**src/rtl/mul_arbiter.sv**
```systemverilog
// -----------------------------------------------------------------------------
// mul_arbiter
//
// Shares one multi-cycle shift-add multiplier between two requesters. A request
// seen in IDLE is granted, the winner's operands and identity are latched, the
// multiplier receives a single start opcode, and after MUL_LAT cycles the
// product is captured and a one-cycle done pulse goes back to the owner.
//
// Arbitration when both requesters are high:
//   default                         : round-robin on the previous owner
//   MUL_ARBITER_FIXED_PRIORITY_EN   : requester 0 always wins
//
// Parameters
//   MUL_LAT    cycles from the start cycle's rising edge until mul_result is stable
//   SIG_MULTU  multiplier start opcode
//   SIG_IDLE   multiplier no-op opcode
//
// Ports
//   clk          single clock, rising edge
//   reset        asynchronous, active-low
//   req0, req1   requests; held until the matching done pulse
//   a0, b0       requester 0 operands (unsigned)
//   a1, b1       requester 1 operands (unsigned)
//   done0, done1 one-cycle completion pulse to the owner
//   result       product of the last completed operation
//   busy         high whenever the arbiter is not in IDLE
//   mul_signal   opcode to the shared multiplier
//   mul_a, mul_b operands to the shared multiplier
//   mul_result   product returned by the multiplier
// -----------------------------------------------------------------------------
module mul_arbiter #(
  parameter int unsigned MUL_LAT   = 33,
  parameter logic [5:0]  SIG_MULTU = 6'b011001,
  parameter logic [5:0]  SIG_IDLE  = 6'b000000
) (
  input  logic        clk,
  input  logic        reset,
  input  logic        req0,
  input  logic        req1,
  input  logic [31:0] a0,
  input  logic [31:0] b0,
  input  logic [31:0] a1,
  input  logic [31:0] b1,
  output logic        done0,
  output logic        done1,
  output logic [63:0] result,
  output logic        busy,
  output logic [5:0]  mul_signal,
  output logic [31:0] mul_a,
  output logic [31:0] mul_b,
  input  logic [63:0] mul_result
);

  // Counter only has to reach MUL_LAT-1; guard the degenerate MUL_LAT=1 case.
  localparam int unsigned     CNT_W    = (MUL_LAT > 1) ? $clog2(MUL_LAT) : 1;
  localparam logic [CNT_W-1:0] CNT_LAST = CNT_W'(MUL_LAT - 1);

  typedef enum logic [1:0] {
    IDLE  = 2'd0,
    ISSUE = 2'd1,
    WAIT  = 2'd2,
    DONE  = 2'd3
  } state_t;

  state_t           state_q;
  state_t           state_d;
  logic [CNT_W-1:0] cnt_q;
  logic             owner_q;   // 0: requester 0, 1: requester 1
  logic             any_req;
  logic             grant;     // requester chosen in IDLE
  logic             cnt_last;

  assign any_req  = req0 | req1;
  assign cnt_last = (cnt_q == CNT_LAST);

  // ---------------------------------------------------------------------------
  // Arbitration
  // ---------------------------------------------------------------------------
`ifdef MUL_ARBITER_FIXED_PRIORITY_EN
  // Requester 0 wins every tie; the previous owner is irrelevant.
  always_comb begin
    grant = ~req0 & req1;
  end
`else
  logic last_owner_q;

  // On a tie the requester that did not own the previous operation wins.
  always_comb begin
    grant = req1;
    if (req0 && req1) grant = ~last_owner_q;
  end

  // Starts at 1 so the first tie after reset goes to requester 0.
  always_ff @(posedge clk or negedge reset) begin
    if (!reset) begin
      last_owner_q <= 1'b1;
    end else if (state_q == DONE) begin
      last_owner_q <= owner_q;
    end
  end
`endif

  // ---------------------------------------------------------------------------
  // FSM: state register
  // ---------------------------------------------------------------------------
  // NOTE: sequential state uses non-blocking assignments so every register
  // samples the pre-edge values of the others, independent of block order.
  always_ff @(posedge clk or negedge reset) begin
    if (!reset) state_q <= IDLE;
    else        state_q <= state_d;
  end

  // ---------------------------------------------------------------------------
  // FSM: next state and state-decoded outputs
  // ---------------------------------------------------------------------------
  // NOTE: every output of this block gets a default before the case so that no
  // path leaves a signal unassigned, which would otherwise infer a latch.
  always_comb begin
    state_d    = state_q;
    busy       = 1'b1;
    mul_signal = SIG_IDLE;
    done0      = 1'b0;
    done1      = 1'b0;
    case (state_q)
      IDLE: begin
        busy = 1'b0;
        if (any_req) state_d = ISSUE;
      end
      ISSUE: begin
        // The only cycle the start opcode is driven, so the multiplier is never
        // restarted while an operation is in flight.
        mul_signal = SIG_MULTU;
        state_d    = WAIT;
      end
      WAIT: begin
        if (cnt_last) state_d = DONE;
      end
      DONE: begin
        done0   = ~owner_q;
        done1   = owner_q;
        state_d = IDLE;
      end
      default: begin
        state_d = IDLE;
      end
    endcase
  end

  // ---------------------------------------------------------------------------
  // Datapath: operand latch, wait counter, result capture
  // ---------------------------------------------------------------------------
  // Operands are latched once at acceptance, so later changes on a*/b*/req*
  // cannot disturb the operation in flight. In IDLE without a request the
  // multiplier operands simply keep their last value.
  always_ff @(posedge clk or negedge reset) begin
    if (!reset) begin
      owner_q <= 1'b0;
      mul_a   <= '0;
      mul_b   <= '0;
      cnt_q   <= '0;
      result  <= '0;
    end else begin
      case (state_q)
        IDLE: begin
          if (any_req) begin
            owner_q <= grant;
            mul_a   <= grant ? a1 : a0;
            mul_b   <= grant ? b1 : b0;
          end
        end
        ISSUE: begin
          cnt_q <= '0;
        end
        WAIT: begin
          if (cnt_last) begin
            // Counter stops at its terminal value instead of wrapping.
            result <= mul_result;
          end else begin
            cnt_q <= cnt_q + 1'b1;
          end
        end
        default: begin
        end
      endcase
    end
  end

endmodule
```
**config.mk**
```make
export PLATFORM = sky130hd
export DESIGN_NAME = mul_arbiter
export DESIGN_NICKNAME = d
export VERILOG_FILES = /design/src/rtl/mul_arbiter.sv
export SDC_FILE = /design/constraint.sdc
export NUM_CORES = 1
export LEC_CHECK = 0
export ABC_CLOCK_PERIOD_IN_PS = 2700
export BUFFER_PORTS_ARGS = -buffer_cell sky130_fd_sc_hd__clkbuf_2
export CORE_MARGIN = 4
export CORE_UTILIZATION = 40
export DETAILED_ROUTE_END_ITERATION = 7
export PLACE_DENSITY = 0.79
export REMOVE_ABC_BUFFERS = 1
export SLEW_MARGIN = 25
export SYNTH_ARGS = -nofsm -noshare
export SYNTH_HDL_FRONTEND = slang
export SYNTH_SLANG_ARGS = --single-unit
```
**constraint.sdc**
```tcl
create_clock -name clk -period 2.7 [get_ports clk]
set_input_delay 0.27 -clock clk [delete_from_list [all_inputs] [get_ports clk]]
set_output_delay 0.27 -clock clk [all_outputs]
set_load 0.005 [all_outputs]
```
; ---- Word-level counts from Yosys, hierarchy flattened
; Index checks and enable logic that the tools add are counted.
[classes]
addsub = 1
mul = 0
n_div = 0
n_lt_le_gt_ge = 0
eq_ne = 7
shifts = 0
mux = 12
n_bitwise = 3
n_reduce_logical = 7
[op_table]
columns = operator, n
row1 = 2-to-1 mux 32 bit, 2
row2 = one-hot mux 6 bit (2 select lines), 1
row3 = one-hot mux 2 bit (4 select lines), 1
row4 = AND reduction 2 bit, 4
row5 = "adder 6 x 1 -> 6 bit, second input constant", 1
row6 = "== test 6 bit, second input constant", 1
row7 = 2-to-1 mux 6 bit, 1
row8 = "inequality test 2 bit, second input constant", 3
row9 = 2-to-1 mux 5 bit, 1
row10 = "== test 2 bit, second input constant", 2
row11 = 2-to-1 mux 1 bit, 4
row12 = 2-to-1 mux 2 bit, 2
row13 = "== test 2 x 1 -> 1 bit, second input constant", 1
row14 = zero test 2 bit, 1
row15 = inverter 1 bit, 2
row16 = nonzero test 2 bit, 1
row17 = logical AND 1 bit, 1
row18 = bitwise OR 1 bit, 1
[totals]
reg_bits = 138
latch_bits = 0
ramBits = 0
mem_bits_ro = 0
input_bits = 196
output_inout_bits = 137
elab_cells = 37
n_memories = 0

; ---- Longest topological paths before layout
; Gate-level depths: netlist of the first run.
[depth]
ltp_word = 3
mapped_depth = 8
ltp_nobuf = 5

; ---- Worst setup path after synthesis of the first run
; Ideal clock, no wire load.
[synth_timing]
path_kind = register to register
startpoint = register cnt_q[0]
endpoint = register result[0]
setup_time_ns = 0.125
arrival_time_ns = 1.541
required_time_ns = 2.575
slack_ns = 1.034
stages_incl_launch_ff = 8
path_buffers = 2
synth_period_minus_slack_ns = 1.666
path_cell_list = dfrtp_1 -> inv_1 -> ha_1 -> and3b_1 -> buf_4 -> nand3_4 -> buf_6 -> mux2_4
[synth_between]
elab_chain_cells = 2
[synth_lines]
columns = element, line_no
row1 = "start, declared", 67  ; logic [CNT_W-1:0] cnt_q;
row2 = "start signal, assigned", 179  ; cnt_q <= cnt_q + 1'b1;
row3 = == test 6 bit, 74  ; assign cnt_last = (cnt_q == CNT_LAST);
row4 = AND reduction 2 bit (no line), --
row5 = "end signal, assigned", 177  ; result <= mul_result;
row6 = "end, declared", 46  ; output logic [63:0] result,
; No other way between the ends.
; A chain may end at the register's enable or synchronous reset.

; ---- Worst setup path in the final report of the first run
[layout_timing]
startpoint = register cnt_q[0]
endpoint = register result[42]
; Same word-level chain as after synthesis.

==> flow_metrics.py, run 1 <==
metrics = {
    "outcome": {
        "status": "finished clean",
    },
    "timing": {
        "fmax_mhz": 489.9,
        "setup_violations": 0,
        "timing.final.crit_share_pct": 75.60,
        "rsz0062_at_grt": "false",
        "fin_skew_ps": 6.572,
        "maxSlewHeadroom_pct": 50.35,
        "setup_slack_ps": 658.7,
        "slew_viol_final": 0,
        "tightestPinTransition_ps": 742.0,
        "min_period_ps": 2041,
        "hold_violations": 0,
    },
    "worst_setup_path": {
        "worstPathRequired_ps": 2980,
        "cp_max_fo": 31,
        "crit_path_top_delay_cell": "dfrtp_1",
        "start_kind": "flop",
        "setup.worst_path.class": "reg2reg",
        "reg2reg_slack_ps": 660,
        "endpoint_kind": "flop",
        "crit_chain": "inv_1, ha_1, and3b_1, nand3_4, buf_12, mux2_4",
        "crit_buf_inv": 2,
        "cp.arrival_ps": 2330,
        "crit_family": "simple AND/OR/NAND/NOR gates",
        "slowest_delay_ps": 400,
    },
    "placement": {
        "gp_congestion": 0.7613,
        "numPortBuffers": 329,
        "post_dp_cell_area_um2": 8063,
        "dp_hpwl_mm": 12.59,
        "post-place-ws_ps": 662.8,
        "placed_cells": 979,
    },
    "synthesis": {
        "avgSynthCellArea_um2": 12.91,
        "ys_warn_count": 0,
        "synth-compound-area-share_pct": 7.160,
        "synth-xor-area-share_pct": 0.1408,
        "ys_types": 39,
        "syn-cell-area_um2": 6221,
        "muxShareOfSynthArea_pct": 26.03,
        "seq_area_frac_synth_pct": 55.53,
        "synth_top_family_by_area": "multiplexers",
        "synth_top_flop_cell": "dfrtp_1",
        "synth_edf_count": 0,
        "synth_fa_ha_area_share_pct": 1.408,
        "syn_inst": 482,
        "synth-seq-cells": 138,
        "async_flop_share_pct": 100.0,
        "yosys.area_share.simple_pct": 5.652,
    },
    "detailed_routing": {
        "drt_iter0_markers": 169,
        "route.detailed.drc": 0,
        "viasPerCell": 4.679,
        "final_antenna_net_count": 0,
        "routedWlPerCell_um": 15.84,
        "wl_mm": 16.03,
        "via_count": 4735,
        "firstDrtPassIters": 4,
    },
    "power_and_ir_drop": {
        "p_leak_nw": 4.749,
        "p_per_area_nw_per_um2": 861.8,
        "ir_worst_vdd_mv": 0.4788,
    },
    "cells_and_area": {
        "final_nets": 1014,
        "fin_cells": 1012,
        "area_growth_pct": 39.08,
        "fillers": 1302,
        "antenna_cells": 0,
        "drive_gt1_share_pct": 53.88,
        "final_cell_mix": "clkbuf_2 (328), dfrtp_1 (137), nand2_1 (67), mux2i_1 (65), mux2_4 (60)",
        "final_common_cell": "clkbuf_2",
        "finalInstanceArea_um2": 8652,
    },
    "clocking": {
        "cts_resized": 0,
        "cts_max_level": 4,
        "cts_sinks": 138,
        "root_buffer": "clkbuf_16",
        "cts_tree": "yes",
        "numCtsBuffers": 17,
        "clockBufferDepth": 2,
        "insertion_delay_ps": 410,
        "clkTransAtPathRegs_ps": 60,
    },
    "floorplanning": {
        "die_w_um": 132.7,
        "dieArea_um2": 17610,
        "coreArea_um2": 15200,
        "initial_core_util_pct": 40.92,
        "io_pins": 333,
        "die_y_um": 132.7,
        "rows": 45,
    },
    "global_route": {
        "use_met2_pct": 31.23,
        "grt_max_degree": 57,
        "grt_pass1_vias": 4814,
        "busiest_layer": "met2",
        "grt_pass1_wl_mm": 25.34,
        "grtUsageMet1_pct": 22.49,
        "grt_usage_pct": 18.19,
        "grt_use_met3_pct": 5.323,
        "antenna_found_initial": 0,
        "grt-ovfl-total": 0,
    },
    "flow_run": {
        "maxCapViolCount": 0,
    },
    "hold_path": {
        "hold_path_class": "in2reg",
    },
}
-- what timing repair did --
action,in CTS,in global routing
setup endpoints to repair,0,0
endpoints found under the hold margin,52,0
hold buffers,1,0
buffers inserted,0,0
-- logic make-up after synthesis --
kind of cell / after synthesis
muxes: 131
xor gates and xnor gates: 1
other: 1
buffers and inverters: 42
and+or+nand+nor: 81
DFF: 138
adders and majority gates: 7
AOI/OAI and AO/OA: 81
-- cells in the mapped netlist, drive strengths merged, types with 2 or more instances --
cell / n / area share (%)
buf: 22 / 2.8
nand2: 67 / 4.0
ha: 7 / 1.4
a21oi: 3 / 0.24
nand3: 3 / 0.44
mux2i: 65 / 10
a22o: 2 / 0.28
nor2: 3 / 0.30
nor2b: 2 / 0.20
clkbuf: 13 / 0.78
inv: 7 / 0.42
dfrtp: 137 / 55
o21ai: 66 / 5.3
mux2: 66 / 16
-- power breakdown --
part | leakage (nW) | switching, W | internal [W]
clock | 0.268 | 0.000889 | 0.00137
combinational | 2.82 | 0.00117 | 0.00105
sequential | 1.66 | 0.000326 | 0.00265
total | 4.75 | 0.00239 | 0.00507
-- stage by stage --
step / hold slack (ps) / total power, W / utilization [%] / TNS, ps
after global routing: 64.33 / 0.007994 / 56.91 / 0
after global placement: 266.6 / 0.005202 / 53.04 / 0
after detailed placement: 264.0 / 0.005290 / 53.04 / 0
final: 93.73 / 0.007456 / 56.91 / 0
after CTS: 67.84 / 0.007597 / 56.91 / 0
after floorplan: -25.59 / 0.004193 / - / -184300
-- sequential cells by signal, summed over array words and instances (netlist names) --
signal,cells
mul_b,32
state_q,2
mul_a,32
cnt_q,6
owner_q,1
last_owner_q,1
result,64
-- worst paths after layout --
check,startpoint,to,cells after the start
worst max-delay path,cnt_q[0],result[42],6
worst min-delay path,mul_result[6],result[6],2
worst max register to register,cnt_q[0],result[42],6
worst min register to register,mul_b[9],mul_b[9],2
max in group asynchronous,reset,mul_a[10],3
min in group asynchronous,reset,result[18],2
-- cell type report --
cell class / count / area (µm²) / share of cell area (%)
clock inverter: 12 / 142.6 / 1.649
inverter: 7 / 26.28 / 0.3037
tap: 188 / 235.2 / 2.719
timing repair buffer: 343 / 1810 / 20.93
sequential: 138 / 3455 / 39.93
clock buffer: 20 / 436.7 / 5.047
multi-input combinational: 304 / 2546 / 29.43
-- routing by layer --
layer	share of wire (%)	up-vias
met5	0	-
met4	0.84	0
met3	7.1	9
met2	49	217
met1	43	2177
li1	-	2332
-- worst reg2reg max path: stages, from the launching register on --
cell and delay (ps):
dfrtp_1 400, inv_1 100, ha_1 150, and3b_1 300
nand3_4 310, buf_12 330, mux2_4 330
(Power assumes the default switching activity.)
==> inputs of run 2 (changes only) <==
--- a/config.mk
+++ b/config.mk
@@ -5,7 +5,7 @@
 export SDC_FILE = /design/constraint.sdc
 export NUM_CORES = 1
 export LEC_CHECK = 0
-export ABC_CLOCK_PERIOD_IN_PS = 2700
+export ABC_CLOCK_PERIOD_IN_PS = 2100
 export BUFFER_PORTS_ARGS = -buffer_cell sky130_fd_sc_hd__clkbuf_2
 export CORE_MARGIN = 4
 export CORE_UTILIZATION = 40
==> constraint.sdc (replaced) <==
create_clock -name clk -period 2.1 [get_ports clk]
set_input_delay 0.21 -clock clk [delete_from_list [all_inputs] [get_ports clk]]
set_output_delay 0.21 -clock clk [all_outputs]
set_load 0.005 [all_outputs]
==> run 2 against run 1 <==
Against the previous run: clock power grew 28%; total power up 29%; fmax up 7.0%; core utilization is 0.58 points higher; combinational power increased by 32%; sequential share of layout area shrank 0.40 points.
==> flow_metrics.py, run 2 (synthesis gave the netlist of run 1 again) <==
metrics = {
    "power_and_ir_drop": {
        "p_per_area_nw_per_um2": 1104,
        "p_leak_nw": 4.801,
        "ir_worst_vdd_mv": 0.5597,
    },
    "hold_path": {
        "hold_path_class": "in2reg",
        "hold_depth": 2,
        "worstHoldEndpoint": "result[50]",
        "min-delay-start": "mul_result[50]",
    },
    "clocking": {
        "hold_buffers": 1,
        "cts_tree": "yes",
        "clockBufferDepth": 2,
        "cts_resized": 0,
        "cts_max_level": 4,
        "insertion_delay_ps": 410,
        "numCtsBuffers": 17,
        "cts_sinks": 138,
        "clkTransAtPathRegs_ps": 60,
        "root_buffer": "clkbuf_16",
        "cts_setup_buffers": 0,
    },
    "global_route": {
        "grt_max_degree": 63,
        "grtUsageMet1_pct": 23.08,
        "grt_pass1_wl_mm": 25.48,
        "grt_usage_pct": 18.34,
        "busiest_layer": "met2",
        "antenna_found_initial": 0,
        "use_met2_pct": 30.97,
        "grt-ovfl-total": 0,
        "grt_use_met3_pct": 5.057,
        "grt_pass1_vias": 4826,
    },
    "worst_setup_path": {
        "setup.worst_path.class": "reg2reg",
        "cp_max_fo": 19,
        "worstPathRequired_ps": 2390,
        "reg2reg_slack_ps": 190,
        "slowest_delay_ps": 410,
        "cp.arrival_ps": 2200,
        "crit_path_top_delay_cell": "dfrtp_1",
        "r2r_cells": 6,
        "start_kind": "flop",
        "r2r_end": "result[1]",
        "crit_chain": "inv_1, ha_1, and3b_1, nand3_4, buf_12, mux2_4",
        "r2r-start": "cnt_q[0]",
        "endpoint_kind": "flop",
    },
    "floorplanning": {
        "die_w_um": 132.7,
        "initial_core_util_pct": 40.92,
        "dieArea_um2": 17610,
        "io_pins": 333,
        "die_y_um": 132.7,
        "coreArea_um2": 15200,
        "rows": 45,
    },
    "timing": {
        "setup_tns_ps": 0,
        "min_period_ps": 1908,
        "fin_skew_ps": 8.354,
        "timing.final.crit_share_pct": 90.85,
        "setup_violations": 0,
        "maxSlewHeadroom_pct": 48.91,
        "slew_viol_final": 0,
        "hold_violations": 0,
        "fmax_mhz": 524.2,
        "rsz0062_at_grt": "false",
        "tightestPinTransition_ps": 763.5,
    },
    "cells_and_area": {
        "final_nets": 1021,
        "regMostFlops": "result",
        "final_common_cell": "clkbuf_2",
        "finalInstanceArea_um2": 8740,
        "antenna_cells": 0,
        "drive_gt1_share_pct": 54.39,
        "biggestRegsByFlops": "result: 64 flops, mul_a: 32 flops, mul_b: 32 flops",
        "fillers": 1294,
        "final_cell_mix": "clkbuf_2 (328), dfrtp_1 (137), nand2_1 (67), mux2i_1 (65), mux2_4 (60)",
        "largest_reg_flops": 64,
        "area_growth_pct": 40.49,
    },
    "flow_run": {
        "maxCapViolCount": 0,
    },
    "detailed_routing": {
        "routedWlPerCell_um": 16.09,
        "viasPerCell": 4.731,
        "drt_iter0_markers": 147,
        "final_antenna_net_count": 0,
        "route.detailed.drc": 0,
        "via_count": 4821,
        "firstDrtPassIters": 4,
        "wl_mm": 16.40,
    },
    "outcome": {
        "status": "finished clean",
    },
    "placement": {
        "gp_congestion": 0.7857,
        "numPortBuffers": 329,
        "dp_hpwl_mm": 12.98,
        "post_dp_cell_area_um2": 8153,
    },
}
==> run 2: how the worst max path moves through the flow <==
stage          slack (ps)          from   endpoint  cells after the start
6_report              190      cnt_q[0]  result[1]                      6
5_1_grt                90      cnt_q[0]  result[1]                      6
3_3_place_gp          240      cnt_q[0]  result[1]                      6
2_1_floorplan       -3440  last_owner_q   mul_a[0]                      3
3_5_place_dp          180      cnt_q[0]  result[1]                      6
4_1_cts               170      cnt_q[0]  result[1]                      6
==> run 2: area by class of cell <==
class / instances / area, µm² / share of cell area (%)
Clock buffer: 19 / 432.9 / 4.953
Clock inverter: 13 / 143.9 / 1.646
Inverter: 7 / 26.28 / 0.3006
Multi-Input combinational cell: 304 / 2546 / 29.13
Sequential cell: 138 / 3455 / 39.53
Tap cell: 188 / 235.2 / 2.691
Timing Repair Buffer: 350 / 1901 / 21.75
==> run 2: power by group <==
| group | internal (W) | total (W) | switching (W) |
|---|---|---|---|
| Sequential | 0.00340 | 0.00383 | 0.000422 |
| Combinational | 0.00138 | 0.00292 | 0.00154 |
| Clock | 0.00176 | 0.00290 | 0.00114 |
| Total | 0.00654 | 0.00965 | 0.00310 |
==> run 2: metrics by stage <==
step	cells	utilization (%)	worst slack, ps	power [W]	hold WS, ps
global route	1019	57.49	93.20	0.01031	4.529
CTS	1019	57.49	172.2	0.009800	6.764
global placement	986	53.63	244.2	0.006745	162.2
finish	1019	57.49	192.2	0.009649	27.53
detailed placement	986	53.63	182.0	0.006866	161.9
floorplan	449	-	-3444	0.005367	-85.59
==> run 2: per-layer routing <==
| metal | up-vias | part of all wire, % |
|---|---|---|
| li1 | 2345 | - |
| met1 | 2245 | 42 |
| met2 | 219 | 50 |
| met3 | 12 | 6.9 |
| met4 | 0 | 1.0 |
| met5 | - | 0 |
==> run 2: worst max-delay path, delay by kind of cell (launching register included) <==
family	cells	cell delay [ps]
adders and majority gates	1	140
buffers and inverters	2	360
DFF	1	410
muxes	1	310
and+or+nand+nor	2	560
==> inputs of run 3 (changes only) <==
--- a/config.mk
+++ b/config.mk
@@ -8,9 +8,9 @@
 export ABC_CLOCK_PERIOD_IN_PS = 2100
 export BUFFER_PORTS_ARGS = -buffer_cell sky130_fd_sc_hd__clkbuf_2
 export CORE_MARGIN = 4
-export CORE_UTILIZATION = 40
+export CORE_UTILIZATION = 35
 export DETAILED_ROUTE_END_ITERATION = 7
-export PLACE_DENSITY = 0.79
+export PLACE_DENSITY = 0.71
 export REMOVE_ABC_BUFFERS = 1
 export SLEW_MARGIN = 25
 export SYNTH_ARGS = -nofsm -noshare
==> run 3 against run 2 <==
Against the previous run: core utilization down 6.8 points; clock power is essentially flat; hold slack worse by 1.9 ps; largest cell class unchanged; sequential cell count unchanged; largest power group unchanged; fmax grew 1.2%; non-clock buffer count grew 3; total power shrank 0.53%; sequential share of layout area fell by 0.24 points; clock skew shrank 1.2 ps; via count down 0.75%.
==> flow_metrics.py, run 3 (synthesis gave the netlist of run 1 again) <==
metrics = {
    "outcome": {
        "status": "finished clean",
    },
    "timing": {
        "setup_tns_ps": 0,
        "rsz0062_at_grt": "false",
        "timing.final.crit_share_pct": 89.75,
        "hold_violations": 0,
        "setup_violations": 0,
        "tightestPinTransition_ps": 792.8,
        "fin_skew_ps": 7.187,
        "fmax_mhz": 530.6,
        "min_period_ps": 1885,
        "maxSlewHeadroom_pct": 46.94,
        "slew_viol_final": 0,
    },
    "power_and_ir_drop": {
        "p_per_area_nw_per_um2": 1092,
        "ir_worst_vdd_mv": 0.7691,
        "p_leak_nw": 4.810,
    },
    "worst_setup_path": {
        "cp.arrival_ps": 2180,
        "endpoint": "cnt_q[5]",
        "r2r-start": "state_q[0]",
        "cp_max_fo": 10,
        "reg2reg_slack_ps": 220,
        "worstPathRequired_ps": 2400,
        "worst-path-stages": 5,
        "slowest_delay_ps": 540,
        "crit_path_top_delay_cell": "or4_1",
        "crit_buf_inv": 2,
        "crit_chain": "inv_1, ha_1, inv_1, or4_1, o311ai_0",
        "endpoint_kind": "flop",
        "crit_top_cell": "inv_1",
        "r2r_cells": 5,
        "start_kind": "flop",
        "r2r_end": "cnt_q[5]",
        "startpoint": "state_q[0]",
        "crit_family": "simple AND/OR/NAND/NOR gates",
        "setup.worst_path.class": "reg2reg",
    },
    "global_route": {
        "antenna_found_initial": 0,
        "grt-ovfl-total": 0,
        "grt_max_degree": 79,
        "grt_pass1_wl_mm": 26.38,
        "grt_usage_pct": 16.94,
        "grt_pass1_vias": 4905,
    },
    "floorplanning": {
        "die_w_um": 141.3,
        "rows": 48,
        "io_pins": 333,
        "initial_core_util_pct": 35.84,
        "coreArea_um2": 17360,
        "dieArea_um2": 19970,
        "die_y_um": 141.3,
    },
    "clocking": {
        "clkTransAtPathRegs_ps": 60,
        "numCtsBuffers": 17,
        "clockBufferDepth": 2,
        "insertion_delay_ps": 420,
        "cts_tree": "yes",
        "cts_sinks": 138,
        "cts_max_level": 4,
        "root_buffer": "clkbuf_16",
    },
    "placement": {
        "numPortBuffers": 329,
        "post_dp_cell_area_um2": 8179,
        "dp_hpwl_mm": 13.36,
        "gp_congestion": 0.8245,
        "placed_cells": 1022,
    },
    "cells_and_area": {
        "fillers": 1530,
        "drive_gt1_share_pct": 54.26,
        "antenna_cells": 0,
        "final_cell_mix": "clkbuf_2 (328), dfrtp_1 (137), nand2_1 (67), mux2i_1 (65), mux2_4 (60)",
        "fin_cells": 1058,
        "area_growth_pct": 41.33,
        "finalInstanceArea_um2": 8792,
        "regMostFlops": "result",
        "final_nets": 1024,
        "largest_reg_flops": 64,
        "biggestRegsByFlops": "result: 64 flops, mul_a: 32 flops, mul_b: 32 flops",
        "final_common_cell": "clkbuf_2",
    },
    "hold_path": {
        "min-delay-start": "mul_result[33]",
        "hold_path_class": "in2reg",
    },
    "detailed_routing": {
        "viasPerCell": 4.523,
        "firstDrtPassIters": 4,
        "route.detailed.drc": 0,
        "wl_mm": 17.11,
        "final_antenna_net_count": 0,
        "via_count": 4785,
        "routedWlPerCell_um": 16.18,
        "drt_iter0_markers": 166,
    },
    "flow_run": {
        "maxCapViolCount": 0,
    },
}
## run 3: changes by cell type in the layout (fill, tap and decap cells not counted), sizes merged
cell,before,now
inv,10,15
clkinv,4,2
bufinv,2,1
buf,21,20
clkinvlp,4,3
clkbuf,347,345
dlygate4sd3,1,5
## run 3: worst min path at each step
stage / slack [ps] / cells after the start / endpoint
finish: 30 / 2 / result[33]
global route: 2 / 2 / result[24]
CTS: 0.4 / 2 / result[33]
detailed placement: 240 / 1 / mul_a[25]
global placement: 240 / 1 / result[1]
floorplan: -90 / 0 / cnt_q[0]
## run 3: per-stage QoR
stage	util [%]	hold WS (ps)	power [W]	setup WS, ps
6_report	50.66	25.61	0.009598	215.2
3_5_place_dp	47.12	237.2	0.006811	227.6
3_3_place_gp	47.12	240.1	0.006719	278.0
2_1_floorplan	-	-85.59	0.005367	-3444
5_1_grt	50.66	1.801	0.01028	50.36
4_1_cts	50.66	0.3623	0.009761	208.3
## run 3: repair_timing
item	CTS	global route
resized for setup	0	0
hold buffers	5	0
endpoints found under the setup margin	0	0
buffers inserted	0	0
endpoints found under the hold margin	63	0
## run 3: layer usage
layer / up-vias / track usage (%) / part of all wire [%]
met5: - / 0 / 0
met4: 0 / 4.997 / 1.3
met3: 15 / 5.595 / 9.0
met2: 229 / 29.47 / 50
met1: 2200 / 19.96 / 40
li1: 2341 / - / -
## run 3: area by class of cell
cell class | instances | area [µm²] | area share [%]
clock buffer | 17 | 425.4 | 4.838
clock inverter | 14 | 137.6 | 1.565
inverter | 7 | 26.28 | 0.2988
multi-input combinational | 304 | 2546 | 28.96
sequential | 138 | 3455 | 39.29
tap | 225 | 281.5 | 3.202
timing repair buffer | 353 | 1921 | 21.84
## run 3: power by group
group | internal [W] | total [W] | switching (W)
sequential | 0.00340 | 0.00384 | 0.000438
combinational | 0.00138 | 0.00287 | 0.00150
clock | 0.00165 | 0.00288 | 0.00123
total | 0.00644 | 0.00960 | 0.00316
